`src/rtl/seed_random_deck_dealer.sv`:
```
// Rank-only card source: draws 1..13 without replacement from a multi-deck shoe,
// using a free-running Fibonacci LFSR whose phase at request time supplies entropy.
module seed_random_deck_dealer #(
  parameter int unsigned LFSR_W    = 16,
  parameter logic [31:0] SEED      = 32'h0000_ACE1,
  parameter int unsigned NUM_DECKS = 1,
  parameter int unsigned CARD_W    = 8,
  parameter int unsigned CNT_W     = $clog2(52 * NUM_DECKS + 1)
) (
  input  logic              clk_i,
  input  logic              rst_i,
  input  logic              request_card_i,
  input  logic              shuffle_i,
  output logic [CARD_W-1:0] card_to_send_o,
  output logic              card_valid_o,
  output logic              busy_o,
  output logic              deck_empty_o,
  output logic [CNT_W-1:0]  cards_left_o
);

  localparam int unsigned       NUM_RANKS = 13;
  localparam int unsigned       RANK_W    = $clog2(4 * NUM_DECKS + 1);
  localparam logic [RANK_W-1:0] PER_RANK  = RANK_W'(4 * NUM_DECKS);
  localparam logic [CNT_W-1:0]  FULL_SHOE = CNT_W'(52 * NUM_DECKS);

  // Feedback tap masks (tap n maps to bit n-1); unsupported widths fall back to 16-bit taps.
  localparam logic [31:0] TAP_ALL = (LFSR_W == 8)  ? 32'h0000_00B8 :
                                    (LFSR_W == 24) ? 32'h00E1_0000 :
                                    (LFSR_W == 32) ? 32'h8020_0003 :
                                                     32'h0000_B400;
  localparam logic [LFSR_W-1:0] TAPS   = LFSR_W'(TAP_ALL);
  localparam logic [LFSR_W-1:0] SEED_T = LFSR_W'(SEED);
  localparam logic [LFSR_W-1:0] SEED_V = (SEED_T == '0) ? LFSR_W'(1) : SEED_T;

  typedef enum logic [1:0] {IDLE, SAMPLE, PROBE, DEAL} state_t;

  state_t            state;
  logic [LFSR_W-1:0] lfsr;
  logic              req_s;
  logic              req_q;
  logic              req_edge;
  logic [3:0]        idx;
  logic [3:0]        r_raw;
  logic [3:0]        r_mod;
  logic [RANK_W-1:0] count [NUM_RANKS];
  logic [CNT_W-1:0]  sum_c;

  function automatic logic [3:0] next_rank(input logic [3:0] i);
    return (i == 4'd12) ? 4'd0 : i + 4'd1;
  endfunction

  // Free-running LFSR, independent of the draw state.
  always_ff @(posedge clk_i) begin
    if (!rst_i) lfsr <= SEED_V;
    else        lfsr <= {lfsr[LFSR_W-2:0], ^(lfsr & TAPS)};
  end

  // Request is registered once, then edge-detected, so a held level draws only once.
  always_ff @(posedge clk_i) begin
    if (!rst_i) begin
      req_s <= 1'b0;
      req_q <= 1'b0;
    end else begin
      req_s <= request_card_i;
      req_q <= req_s;
    end
  end

  assign req_edge = req_s & ~req_q;

  // Fold the 4-bit LFSR nibble into a rank index 0..12.
  assign r_raw = lfsr[3:0];
  assign r_mod = (r_raw >= 4'd13) ? r_raw - 4'd13 : r_raw;

  assign deck_empty_o = (cards_left_o == '0);

  // Draw FSM with shoe bookkeeping and registered card/strobe outputs.
  always_ff @(posedge clk_i) begin
    if (!rst_i) begin
      state          <= IDLE;
      idx            <= 4'd0;
      card_to_send_o <= '0;
      card_valid_o   <= 1'b0;
      busy_o         <= 1'b0;
      cards_left_o   <= FULL_SHOE;
      for (int i = 0; i < 13; i++) count[i] <= PER_RANK;
    end else begin
      card_valid_o <= 1'b0;
      case (state)
        IDLE: begin
          if (shuffle_i) begin
            cards_left_o <= FULL_SHOE;
            for (int i = 0; i < 13; i++) count[i] <= PER_RANK;
          end else if (req_edge && (cards_left_o != '0)) begin
            state  <= SAMPLE;
            busy_o <= 1'b1;
          end
        end
        SAMPLE: begin
          if (count[r_mod] != '0) begin
            idx   <= r_mod;
            state <= DEAL;
          end else begin
            idx   <= next_rank(r_mod);
            state <= PROBE;
          end
        end
        PROBE: begin
          if (count[idx] != '0) state <= DEAL;
          else                  idx   <= next_rank(idx);
        end
        DEAL: begin
          if (count[idx] != '0) begin
            count[idx]   <= count[idx] - RANK_W'(1);
            cards_left_o <= cards_left_o - CNT_W'(1);
          end
          card_to_send_o <= CARD_W'(idx + 4'd1);
          card_valid_o   <= 1'b1;
          busy_o         <= 1'b0;
          state          <= IDLE;
        end
        default: state <= IDLE;
      endcase
    end
  end

  // Total of the per-rank counters, used only by the bookkeeping check below.
  always_comb begin
    sum_c = '0;
    for (int i = 0; i < 13; i++) sum_c = sum_c + CNT_W'(count[i]);
  end

  // The remaining-card count must always match the per-rank counters.
  always_ff @(posedge clk_i) begin
    if (rst_i) assert (sum_c == cards_left_o);
  end

endmodule

```
`config.mk`:
```
export PLATFORM = sky130hd
export DESIGN_NAME = seed_random_deck_dealer
export DESIGN_NICKNAME = d
export VERILOG_FILES = /design/src/rtl/seed_random_deck_dealer.sv
export SDC_FILE = /design/constraint.sdc
export NUM_CORES = 1
export LEC_CHECK = 0
export CAP_MARGIN = 20
export CORE_MARGIN = 5
export CORE_UTILIZATION = 55
export DETAILED_ROUTE_END_ITERATION = 16
export MAX_ROUTING_LAYER = met4
export PLACE_DENSITY = 0.72
export SYNTH_ARGS = -nofsm -noshare
export SYNTH_HDL_FRONTEND = slang
export SYNTH_SLANG_ARGS = --single-unit
```
`constraint.sdc`:
```
create_clock -name clk_i -period 8.2 [get_ports clk_i]
set_clock_uncertainty 0.2 [all_clocks]
set_input_delay 1.64 -clock clk_i [delete_from_list [all_inputs] [get_ports clk_i]]
set_output_delay 1.64 -clock clk_i [all_outputs]
set_load 0.02 [all_outputs]
```
==> qor.csv <==
stage,metric,value,unit
route,vias,3248,
timing,worst-margin pin slew,0.731,ns
min_path,min-delay src,lfsr[9]$_SDFF_PN0_,
route,Via density,6.03,
synth,syn_area_per_cell,10.8,sq um
critical_path,Critical Path Fanout Max,14,
synth,Synth top cells by count,"edfxtp_1, dfxtp_1, nor2_1, nand2_1, nor3_1",
global_route,total grt overflow,0,
timing,final setup fails,0,
route,drt first pass iters,5,
cells_and_area,n_diodes,0,
synth,"EDFF count, synth",48,
route,Final Routed Wirelength,9.93,mm
timing,min Tclk post-route,4.15,ns
critical_path,critical path buffer and inverter count,1,
timing,fmax,0.241,GHz
floorplanning,DIE WIDTH,101,microns
clocking,clk sinks,89,
critical_path,Crit. End Element,flip-flop,
timing,"Hold Vio Cnt, Final",0,
route,Iter 0 DRT Violations,350,
timing,Max Slew Vio Count,0,
synth,area of the mapped netlist,0.00454,sq mm
clocking,Post-CTS Setup Bufs,0,
clocking,CTS tree,yes,
clocking,worst skew pair latency,0.36,ns
min_path,hold crit path type,flip-flop to flip-flop,
pwr,power density over the cells,286,mW/mm^2
clocking,clock root buffer,clkbuf_8,
cells_and_area,"Area growth, synth to finish",9.05,%
global_route,wire length of the first global-routing pass,16.4,mm
global_route,Total GRT Usage,21.4,%
cells_and_area,share of layout cells above drive strength 1,11.5,%
pwr,peak supply drop,0.146,mV
status,outcome,"complete, no violations",
clocking,clk slew on worst S/H paths,0.10,ns
synth,main flop type after synthesis,edfxtp_1,
floorplanning,die area,0.0102,sq mm
clocking,CTS buffer count,9,
synth,Syn Inst Count,420,
placed_design,port buffer count,17,
placed_design,detailed placer's ending HPWL,7.38,mm
floorplanning,area of the core,0.00813,sq mm
synth,post-synth top area share,31.8,%
critical_path,cell mode on critical path,mux4_2,
critical_path,"Slowest-stage cell, CP",dfxtp_1,
timing,fin crit share,50.6,%
timing,RSZ-0062 raised after global routing,no,
critical_path,worst endpoint data arrival time,3.96,ns
floorplanning,I/O pin count,21,
critical_path,cell family with most CP delay,compound AO/OA/AOI/OAI gates,
flow_run,max_cap viols,0,
synth,Synth area leaders,"edfxtp_1, dfxtp_1, mux4_2, ha_1, nor3_1",
synth,library cells used by synthesis,67,
floorplanning,Rows,33,
route,ANT nets after route,0,
timing,Rel. slew slack,51.2,%
route,# DRC,0,
cells_and_area,Total Nets Final,450,
critical_path,cell breakdown of the critical path,mux4_2 -> mux4_2 -> inv_1 -> ha_1 -> nor2b_1 -> a22oi_2 -> and2_1 -> nand2_2 -> o21ai_0,
route,wire per inst,18.4,microns
cells_and_area,FILL cells,658,
clocking,Longest Clk Path Bufs,2,
timing,setup tns final,0,ns
placed_design,routability congestion estimate,0.972,
cells_and_area,post-route cell area,0.00495,sq mm
floorplanning,initial core utilization,55.8,%
critical_path,"Req. time, crit path",8.01,ns
clocking,CTS resizes,0,
critical_path,Setup crit start kind,flip-flop,
global_route,vias in the first global route,3091,
placed_design,placed cell area,0.00474,sq mm
global_route,initial antenna violation count,0,
critical_path,"Worst Path Class, Setup",flip-flop to flip-flop,
synth,register area share after synthesis,49.9,%
floorplanning,chip height,101,microns
clocking,number of levels in the clock H-tree,3,
clocking,# hold bufs at CTS,0,
synth,"flops & latches, synth",89,
critical_path,Crit path largest cell delay,0.80,ns
synth,post-synthesis async set-or-reset flop share,0,%
synth,yosys warns,0,
pwr,Pleak,1.71,nW
cells_and_area,final core utilization,60.8,%
synth,top-count cell post-synth,edfxtp_1,
synth,leading area contributor after synthesis,edfxtp_1,
global_route,largest net degree at the start of global routing,39,
==> stage by stage <==
stage | total power, W | setup WS [ns] | std cells | hold WS, ns
finish | 0.00142 | 4.05 | 539 | 0.218
global route | 0.00149 | 3.77 | 539 | 0.245
CTS | 0.00142 | 4.03 | 539 | 0.221
detailed placement | 0.00110 | 4.03 | 523 | 0.195
global placement | 0.00110 | 4.14 | 523 | 0.191
floorplan | 0.000975 | 4.78 | 422 | 0.186
==> cell type report <==
class | instances | area [sq um] | share of cell area [%]
clock buffer | 10 | 149 | 3.01
clock inverter | 6 | 61.3 | 1.24
inverter | 18 | 67.6 | 1.37
multi-input combinational | 292 | 2090 | 42.2
sequential | 89 | 2260 | 45.7
tap | 105 | 131 | 2.66
timing repair buffer | 19 | 185 | 3.74
==> cell families after synthesis <==
group           count (synthesis)  synth area share, %
flops                          89                 49.9
fa+ha+maj                      17                 4.69
simple gates                  167                 18.8
mux                            29                 10.5
buf+inv                        41                 4.22
other cells                     1               0.0827
xor+xnor                        5                0.966
compound gates                 71                 10.9
==> path summary, 6_finish.rpt <==
kind | depth (start not counted) | end | slack (ns)
max reg2reg | 9 | count[12][1]$_SDFFCE_PN0P_ | 4.05
min | 1 | lfsr[10]$_SDFF_PN1_ | 0.22
min reg2reg | 1 | lfsr[10]$_SDFF_PN1_ | 0.22
max | 9 | count[12][1]$_SDFFCE_PN0P_ | 4.05
==> cell usage in the layout (no fill, tap or decap), types with 5 or more instances in the layout <==
cell type | Yosys | routed
edfxtp_1 | 48 | 48
dfxtp_1 | 41 | 41
nor2_1 | 33 | 33
nand2_1 | 32 | 32
nor3_1 | 28 | 28
o21ai_0 | 23 | 23
inv_1 | 17 | 17
ha_1 | 17 | 17
clkdlybuf4s50_1 | 0 | 17
and2_1 | 15 | 15
nand2b_1 | 13 | 13
mux4_2 | 13 | 13
mux2i_1 | 13 | 13
nand3_1 | 9 | 9
clkbuf_8 | 0 | 9
a21oi_1 | 7 | 7
nor2b_1 | 7 | 7
nand2_2 | 5 | 5
==> flip-flops by register name (all words and copies together), names as in the netlist, named ones only <==
name,flops
idx,4
count,48
card_to_send_o,5
card_valid_o,1
state,2
cards_left_o,6
lfsr,16
req_s,1
busy_o,1
req_q,1
==> per-layer routing <==
metal | routed length, microns | share of wire, % | vias to the layer above | GRT usage [%]
li1 | - | - | 1541 | -
met1 | 4640 | 47 | 1567 | 31.4
met2 | 4520 | 46 | 129 | 30.2
met3 | 659 | 6.6 | 11 | 3.88
met4 | 111 | 1.1 | 0 | 6.84
met5 | 0 | 0 | - | -
==> power by group <==
part / switching [W] / internal (W)
logic: 0.000289 / 0.000186
registers: 0.0000793 / 0.000547
clock network: 0.000166 / 0.000149
Note: power is estimated with default switching activity, not from simulation.
